$ cat config.mk
export PLATFORM = sky130hd
export DESIGN_NAME = wb_gpio_irq_flat
export DESIGN_NICKNAME = d
export VERILOG_FILES = /design/src/rtl/gpio_pkg.sv /design/src/rtl/wb_gpio_irq_if.sv /design/src/rtl/gpio_sync.sv /design/src/rtl/wb_gpio_irq.sv /design/src/flat_wrapper.sv
export SDC_FILE = /design/constraint.sdc
export NUM_CORES = 1
export LEC_CHECK = 0
export ABC_AREA = 1
export CAP_MARGIN = 5
export CORE_UTILIZATION = 29
export DETAILED_ROUTE_END_ITERATION = 16
export DONT_BUFFER_PORTS = 1
export GPL_TIMING_DRIVEN = 0
export PLACE_DENSITY = 0.49
export SYNTH_ARGS = -nofsm -noshare
export SYNTH_HDL_FRONTEND = slang
export SYNTH_SLANG_ARGS = --single-unit
$ cat constraint.sdc
create_clock -name wb_clk_i -period 1.85 [get_ports wb_clk_i]
set_input_delay 0.0925 -clock wb_clk_i [delete_from_list [all_inputs] [get_ports wb_clk_i]]
set_output_delay 0.0925 -clock wb_clk_i [all_outputs]
set_load 0.005 [all_outputs]
$ cat src/rtl/gpio_pkg.sv
// Shared constants for the Wishbone GPIO block: register byte offsets, reset values
// and the byte-lane write-mask helper.
package gpio_pkg;

    localparam logic [7:0] OFF_OUT      = 8'h00;
    localparam logic [7:0] OFF_OEB      = 8'h04;
    localparam logic [7:0] OFF_IN       = 8'h08;
    localparam logic [7:0] OFF_IRQ_EN   = 8'h0C;
    localparam logic [7:0] OFF_IRQ_STAT = 8'h10;
    localparam logic [7:0] OFF_ID       = 8'h14;
    localparam logic [7:0] OFF_EDGE     = 8'h18;

    localparam logic [31:0] RST_OUT      = 32'h0000_0000;
    localparam logic [31:0] RST_OEB      = 32'hFFFF_FFFF;
    localparam logic [31:0] RST_IRQ_EN   = 32'h0000_0000;
    localparam logic [31:0] RST_IRQ_STAT = 32'h0000_0000;
    localparam logic [31:0] RST_EDGE     = 32'h0000_0000;

    function automatic logic [31:0] lane_mask(input logic [3:0] sel);
        logic [31:0] m;
        m = 32'h0000_0000;
        for (int b = 0; b < 4; b++) begin
            if (sel[b]) begin
                m[8*b +: 8] = 8'hFF;
            end else begin
                m[8*b +: 8] = 8'h00;
            end
        end
        return m;
    endfunction

endpackage

$ cat src/rtl/wb_gpio_irq_if.sv
// Wishbone classic slave bus bundle between the wrapper (master) and wb_gpio_irq (slave).
interface wb_gpio_irq_if;
    logic        wbs_stb_i;
    logic        wbs_cyc_i;
    logic        wbs_we_i;
    logic [3:0]  wbs_sel_i;
    logic [31:0] wbs_adr_i;
    logic [31:0] wbs_dat_i;
    logic        wbs_ack_o;
    logic [31:0] wbs_dat_o;

    modport master (
        output wbs_stb_i, wbs_cyc_i, wbs_we_i, wbs_sel_i, wbs_adr_i, wbs_dat_i,
        input  wbs_ack_o, wbs_dat_o
    );

    modport slave (
        input  wbs_stb_i, wbs_cyc_i, wbs_we_i, wbs_sel_i, wbs_adr_i, wbs_dat_i,
        output wbs_ack_o, wbs_dat_o
    );
endinterface

$ cat src/rtl/gpio_sync.sv
// Pad input path: 2-flop synchronizer, previous-value flop and per-bit edge detect
// (rising, or falling where edge_sel is set); edges are suppressed for 3 cycles after reset.
module gpio_sync #(
    parameter int unsigned NIO = 32
) (
    input  logic           clk,
    input  logic           rst_n,
    input  logic [NIO-1:0] io_in,
    input  logic [NIO-1:0] edge_sel,
    output logic [NIO-1:0] in_sync,
    output logic [NIO-1:0] edge_det
);

    logic [NIO-1:0] sync1_r;
    logic [NIO-1:0] sync2_r;
    logic [NIO-1:0] prev_r;
    logic [1:0]     mask_cnt_r;
    logic [NIO-1:0] rise_s;
    logic [NIO-1:0] fall_s;

    // Synchronizer chain and previous-value flop
    always_ff @(posedge clk or negedge rst_n) begin
        if (!rst_n) begin
            sync1_r <= '0;
            sync2_r <= '0;
            prev_r  <= '0;
        end else begin
            sync1_r <= io_in;
            sync2_r <= sync1_r;
            prev_r  <= sync2_r;
        end
    end

    // Saturating counter that arms edge detection once the chain holds real samples
    always_ff @(posedge clk or negedge rst_n) begin
        if (!rst_n) begin
            mask_cnt_r <= 2'd0;
        end else if (mask_cnt_r != 2'd3) begin
            mask_cnt_r <= mask_cnt_r + 2'd1;
        end
    end

    // Edge select and post-reset masking
    always_comb begin
        rise_s = sync2_r & ~prev_r;
        fall_s = ~sync2_r & prev_r;
        if (mask_cnt_r == 2'd3) begin
            edge_det = (rise_s & ~edge_sel) | (fall_s & edge_sel);
        end else begin
            edge_det = '0;
        end
    end

    assign in_sync = sync2_r;

endmodule

$ cat src/rtl/wb_gpio_irq.sv
// Wishbone GPIO slave with sticky input-edge status and a level interrupt.
// Optional per-bit falling-edge select register when GPIO_EDGE_SEL_EN is defined.
module wb_gpio_irq
    import gpio_pkg::*;
#(
    parameter int unsigned NIO       = 32,
    parameter logic [31:0] BASE_ADDR = 32'h3000_0000,
    parameter logic [31:0] ID_VALUE  = 32'h6770_0001
) (
    input  logic           wb_clk_i,
    input  logic           wb_rst_ni,
    wb_gpio_irq_if.slave   wb,
    input  logic [NIO-1:0] io_in,
    output logic [NIO-1:0] io_out,
    output logic [NIO-1:0] io_oeb,
    output logic           irq_o
);

    logic           hit_s;
    logic           req_s;
    logic           wr_s;
    logic [7:0]     off_s;
    logic [31:0]    lane_s;
    logic [NIO-1:0] wm_s;
    logic [NIO-1:0] wd_s;
    logic [31:0]    rd_data_s;
    logic [NIO-1:0] clr_s;
    logic [NIO-1:0] stat_nxt_s;
    logic [NIO-1:0] in_s;
    logic [NIO-1:0] edge_s;
    logic [NIO-1:0] edge_sel_s;
    logic           unused_s;

    logic           ack_r;
    logic [31:0]    dat_r;
    logic [NIO-1:0] out_r;
    logic [NIO-1:0] oeb_r;
    logic [NIO-1:0] en_r;
    logic [NIO-1:0] stat_r;
    logic           irq_r;

    // A request is never taken while ack is high, so held strobes ack every other cycle
    assign hit_s    = (wb.wbs_adr_i[31:8] == BASE_ADDR[31:8]);
    assign req_s    = wb.wbs_stb_i & wb.wbs_cyc_i & hit_s & ~ack_r;
    assign wr_s     = req_s & wb.wbs_we_i;
    assign off_s    = {wb.wbs_adr_i[7:2], 2'b00};
    assign lane_s   = lane_mask(wb.wbs_sel_i);
    assign wm_s     = lane_s[NIO-1:0];
    assign wd_s     = wb.wbs_dat_i[NIO-1:0];
    assign unused_s = ^wb.wbs_adr_i[1:0];

    gpio_sync #(.NIO(NIO)) u_sync (
        .clk      (wb_clk_i),
        .rst_n    (wb_rst_ni),
        .io_in    (io_in),
        .edge_sel (edge_sel_s),
        .in_sync  (in_s),
        .edge_det (edge_s)
    );

`ifdef GPIO_EDGE_SEL_EN
    logic [NIO-1:0] edge_r;

    // Edge polarity register
    always_ff @(posedge wb_clk_i or negedge wb_rst_ni) begin
        if (!wb_rst_ni) begin
            edge_r <= RST_EDGE[NIO-1:0];
        end else if (wr_s && (off_s == OFF_EDGE)) begin
            edge_r <= (edge_r & ~wm_s) | (wd_s & wm_s);
        end
    end

    assign edge_sel_s = edge_r;
`else
    assign edge_sel_s = '0;
`endif

    // Read mux; unimplemented bits and offsets read as zero
    always_comb begin
        rd_data_s = 32'h0000_0000;
        case (off_s)
            OFF_OUT:      rd_data_s[NIO-1:0] = out_r;
            OFF_OEB:      rd_data_s[NIO-1:0] = oeb_r;
            OFF_IN:       rd_data_s[NIO-1:0] = in_s;
            OFF_IRQ_EN:   rd_data_s[NIO-1:0] = en_r;
            OFF_IRQ_STAT: rd_data_s[NIO-1:0] = stat_r;
            OFF_ID:       rd_data_s          = ID_VALUE;
`ifdef GPIO_EDGE_SEL_EN
            OFF_EDGE:     rd_data_s[NIO-1:0] = edge_r;
`endif
            default:      rd_data_s          = 32'h0000_0000;
        endcase
    end

    // Status update: W1C clear first, then OR in new edges so a same-cycle set wins
    always_comb begin
        if (wr_s && (off_s == OFF_IRQ_STAT)) begin
            clr_s = wd_s & wm_s;
        end else begin
            clr_s = '0;
        end
        stat_nxt_s = (stat_r & ~clr_s) | edge_s;
    end

    // Bus handshake and registered read data
    always_ff @(posedge wb_clk_i or negedge wb_rst_ni) begin
        if (!wb_rst_ni) begin
            ack_r <= 1'b0;
            dat_r <= 32'h0000_0000;
        end else begin
            ack_r <= req_s;
            if (req_s && !wb.wbs_we_i) begin
                dat_r <= rd_data_s;
            end
        end
    end

    // Control/status registers and interrupt output
    always_ff @(posedge wb_clk_i or negedge wb_rst_ni) begin
        if (!wb_rst_ni) begin
            out_r  <= RST_OUT[NIO-1:0];
            oeb_r  <= RST_OEB[NIO-1:0];
            en_r   <= RST_IRQ_EN[NIO-1:0];
            stat_r <= RST_IRQ_STAT[NIO-1:0];
            irq_r  <= 1'b0;
        end else begin
            if (wr_s) begin
                case (off_s)
                    OFF_OUT:    out_r <= (out_r & ~wm_s) | (wd_s & wm_s);
                    OFF_OEB:    oeb_r <= (oeb_r & ~wm_s) | (wd_s & wm_s);
                    OFF_IRQ_EN: en_r  <= (en_r  & ~wm_s) | (wd_s & wm_s);
                    default:    ;
                endcase
            end
            stat_r <= stat_nxt_s;
            irq_r  <= |(stat_r & en_r);
        end
    end

    assign wb.wbs_ack_o = ack_r;
    assign wb.wbs_dat_o = dat_r;
    assign io_out       = out_r;
    assign io_oeb       = oeb_r;
    assign irq_o        = irq_r;

endmodule

$ cat src/flat_wrapper.sv
// flat-port wrapper written by rule: the top's interface ports become plain ports
module wb_gpio_irq_flat import gpio_pkg::*;
#(
    parameter int unsigned NIO       = 32,
    parameter logic [31:0] BASE_ADDR = 32'h3000_0000,
    parameter logic [31:0] ID_VALUE  = 32'h6770_0001
)
  (wb_clk_i, wb_rst_ni, io_in, io_out, io_oeb, irq_o, wb_wbs_stb_i, wb_wbs_cyc_i, wb_wbs_we_i, wb_wbs_sel_i, wb_wbs_adr_i, wb_wbs_dat_i, wb_wbs_ack_o, wb_wbs_dat_o);
  wb_gpio_irq_if wb_i ();
  input  logic wb_clk_i;
  input  logic wb_rst_ni;
  input  logic [NIO-1:0] io_in;
  output logic [NIO-1:0] io_out;
  output logic [NIO-1:0] io_oeb;
  output logic irq_o;
  input wire logic [$bits(wb_i.wbs_stb_i)-1:0] wb_wbs_stb_i;
  input wire logic [$bits(wb_i.wbs_cyc_i)-1:0] wb_wbs_cyc_i;
  input wire logic [$bits(wb_i.wbs_we_i)-1:0] wb_wbs_we_i;
  input wire logic [$bits(wb_i.wbs_sel_i)-1:0] wb_wbs_sel_i;
  input wire logic [$bits(wb_i.wbs_adr_i)-1:0] wb_wbs_adr_i;
  input wire logic [$bits(wb_i.wbs_dat_i)-1:0] wb_wbs_dat_i;
  output wire logic [$bits(wb_i.wbs_ack_o)-1:0] wb_wbs_ack_o;
  output wire logic [$bits(wb_i.wbs_dat_o)-1:0] wb_wbs_dat_o;
  assign wb_i.wbs_stb_i = wb_wbs_stb_i;
  assign wb_i.wbs_cyc_i = wb_wbs_cyc_i;
  assign wb_i.wbs_we_i = wb_wbs_we_i;
  assign wb_i.wbs_sel_i = wb_wbs_sel_i;
  assign wb_i.wbs_adr_i = wb_wbs_adr_i;
  assign wb_i.wbs_dat_i = wb_wbs_dat_i;
  assign wb_wbs_ack_o = wb_i.wbs_ack_o;
  assign wb_wbs_dat_o = wb_i.wbs_dat_o;
  wb_gpio_irq #(.NIO(NIO), .BASE_ADDR(BASE_ADDR), .ID_VALUE(ID_VALUE)) u_core (.wb_clk_i(wb_clk_i), .wb_rst_ni(wb_rst_ni), .wb(wb_i), .io_in(io_in), .io_out(io_out), .io_oeb(io_oeb), .irq_o(irq_o));
endmodule
==> run_results.csv <==
group,metric,value,unit
drt,viasPerCell,4.829,
logic_synthesis,yosysWarnings,0,
sta,fin_ws,0.1498,ns
setup_path,crit_arrival,2.20,ns
final_layout,area_growth,21.27,%
drt,ant_nets,0,
sta,rsz0062_at_grt,"yes",
sta,relSlewSlack,49.62,%
setup_path,cp_max_fo,10,
logic_synthesis,synth_cells,1334,
logic_synthesis,synth_edf_count,0,
logic_synthesis,yosys.area.top_type,"dfrtp_1",
floorplan,die_area,40150,µm²
power_and_ir_drop,leakagePower,6.880,nW
final_layout,final_area,13840,µm²
logic_synthesis,ys_seq_area_share,57.36,%
drt,vias,9575,
global_routing,grt_max_degree,261,
placement,place_area,12060,µm²
power_and_ir_drop,powerDensity,892.6,nW/µm²
drt,remaining_drc_errors,0,
sta,tns,0,ns
floorplan,initial_core_util,29.46,%
setup_path,crit_buf_inv,1,
placement,io_buffers,0,
clocking,cts_buffers,31,
global_routing,gr-total-overflow,0,
sta,maxSlewViolCount,0,
global_routing,grt.busiest_layer,"met2",
logic_synthesis,ys_types,28,
setup_path,critPathMostFrequentCell,"nand2_2",
sta,min_period,1.700,ns
setup_path,crit_chain,"nor2_2 > nand2_1 > nor2_1 > nand2_2 > nor2_8 > nand2_2 > clkbuf_4 > o21ai_1",
final_layout,final_nets,1546,
clocking,cts_sinks,260,
setup_path,critPathLaunchType,"flop",
logic_synthesis,netlist_area,11410,µm²
floorplan,core_area,38740,µm²
final_layout,fin_cells,1983,
global_routing,grt_use_met2,32.18,%
drt,routedWlPerCell,19.83,µm
logic_synthesis,syn_area_per_cell,8.555,µm²
setup_path,crit_type,"flop to flop",
logic_synthesis,synth_common_cells,"525 x nand2_1, 228 x dfrtp_1, 131 x nand4_1",
setup_path,critPathCaptureType,"flop",
status,status,"finished with violations",
clocking,hold_buffers,66,
setup_path,required,2.35,ns
placement,dp_hpwl,27260,µm
clocking,cts_root_buf,"clkbuf_16",
floorplan,die_x,200.4,µm
floorplan,num_io_pins,203,
sta,fin_crit_sh,91.90,%
drt,drt_wl_total,39320,µm
logic_synthesis,synth_seq_cells,260,
run,cap_violations,0,
global_routing,grt_pass1_wl,60770,µm
setup_path,slowest_delay,0.41,ns
logic_synthesis,synth.area.top_cells,"dfrtp_1 50%, nand2_1 17%, dfstp_2 7.4%",
placement,dp_cells,1852,
global_routing,antenna_found_initial,2,
logic_synthesis,synth_top_area_share,49.99,%
logic_synthesis,async_reset_ff_share,100.0,%
clocking,htree_levels,1,
final_layout,drive_above_1_share,11.27,%
setup_path,cp_slowest_cell,"dfrtp_1",
floorplan,die_y,200.4,µm
sta,hold_viol,260,
hold_path,hold_class,"primary input to async pin",
sta,tightest_slew,0.7556,ns
logic_synthesis,synth_nets,1440,
placement,gp_congestion,0.8219,
status,violations,"negative hold slack",
logic_synthesis,synthMostInstantiatedCell,"nand2_1",
sta,clock_skew,0.01244,ns
power_and_ir_drop,ir_worst_vdd,717.7,µV
sta,fmax,588.2,MHz
sta,whs,-0.7872,ns
global_routing,grt_pass1_vias,9913,
clocking,path_clk_slew,0.06,ns
global_routing,met3_usage,5.727,%
floorplan,rows,72,
placement,pre_cts_ws,-0.2145,ns
global_routing,grt_use_total,19.75,%
clocking,clkLatencyLatePin,0.58,ns
global_routing,use_met1,25.61,%
clocking,clockBufferDepth,3,
logic_synthesis,yosys_most_used_dff,"dfrtp_1",
drt,dr.pass1.iters,7,
drt,first_iter_violations,743,
sta,setup_viol,0,
clocking,cts_tree,"yes",
setup_path,cp_top_family,"simple AND/OR/NAND/NOR gates",
[per-stage QoR]
step / util, % / hold WS [ns] / power, W
3_3_place_gp: 31.13 / -0.1900 / 0.006213
6_report: 35.73 / -0.7872 / 0.01235
4_1_cts: 35.59 / -0.8061 / 0.01250
5_1_grt: 35.72 / -0.8077 / 0.01277
3_5_place_dp: 31.13 / -0.1919 / 0.006217
2_1_floorplan: - / -0.2031 / 0.006128
[cell usage in the layout, fill, tap and decap left out, types with 2 or more instances in the layout]
cell type      count
dfstp_2           32
buf_2             39
clkbuf_1          31
nand4_1          131
nor2_4             2
nand3_1           29
nand4_2            6
nor2_1           126
dlygate4sd3_1     66
a22o_1            11
clkbuf_4           6
o21ai_1           26
nor2_2             5
nand2_2            3
buf_6              4
nand4_4            7
clkbuf_16         31
buf_4              8
dfrtp_1          228
clkinv_4           2
inv_1             92
o21ai_0           20
nand2_1          525
clkbuf_8          10
clkbuf_2           2
a21oi_1            9
[area by class of cell]
type                       count  area, µm²
timing repair buffer          73      725.7
inverter                      93      349.1
fill                        4095      24900
antenna                        1      2.502
clock inverter                 5      61.31
sequential                   260       6546
multi-input combinational    907       4151
buffer                        74      400.4
clock buffer                  52      954.7
tap                          518      648.1
[report_power, final]
| group | switching (W) | internal, W |
|---|---|---|
| clock | 0.00245 | 0.00362 |
| sequential | 0.0000388 | 0.00580 |
| combinational | 0.000276 | 0.000164 |
[path summary, 6_finish.rpt]
path,slack (ns),endpoint,depth (start not counted),from
max,0.15,u_core.wb.wbs_dat_o[8]$_DFFE_PN0P_,8,u_core.wb.wbs_ack_o$_DFF_PN0_
min,-0.79,u_core.wb.wbs_dat_o[8]$_DFFE_PN0P_,0,wb_rst_ni
max reg2reg,0.15,u_core.wb.wbs_dat_o[8]$_DFFE_PN0P_,8,u_core.wb.wbs_ack_o$_DFF_PN0_
min reg2reg,0.34,u_core.u_sync.in_sync[31]$_DFF_PN0_,0,u_core.u_sync.sync1_r[31]$_DFF_PN0_
max in group asynchronous,2.12,async pin,0,wb_rst_ni
min in group wb_clk_i,0.01,u_core.wb.wbs_dat_o[1]$_DFFE_PN0P_,5,wb_wbs_adr_i[2]
[metal layers]
layer	vias up	wire, µm
li1	4523	-
met1	4654	16690
met2	332	18210
met3	64	3358
met4	2	1047
met5	-	10
[logic make-up after synthesis]
group | synth area share, %
mux | 0.09867
xor+xnor | 0.07676
fa+ha+maj | 0.1096
compound gates | 3.333
flops | 57.36
buf+inv | 6.260
simple gates | 32.76
[timing repair]
item / in CTS / in global routing
pin swaps: 1 / 1
endpoints found under the setup margin: 26 / 53
gates cloned: 0 / 0
hold endpoints to repair: 420 / 260
setup buffers: 4 / 3
resized for setup: 4 / 12
(Power assumes the default switching activity.)
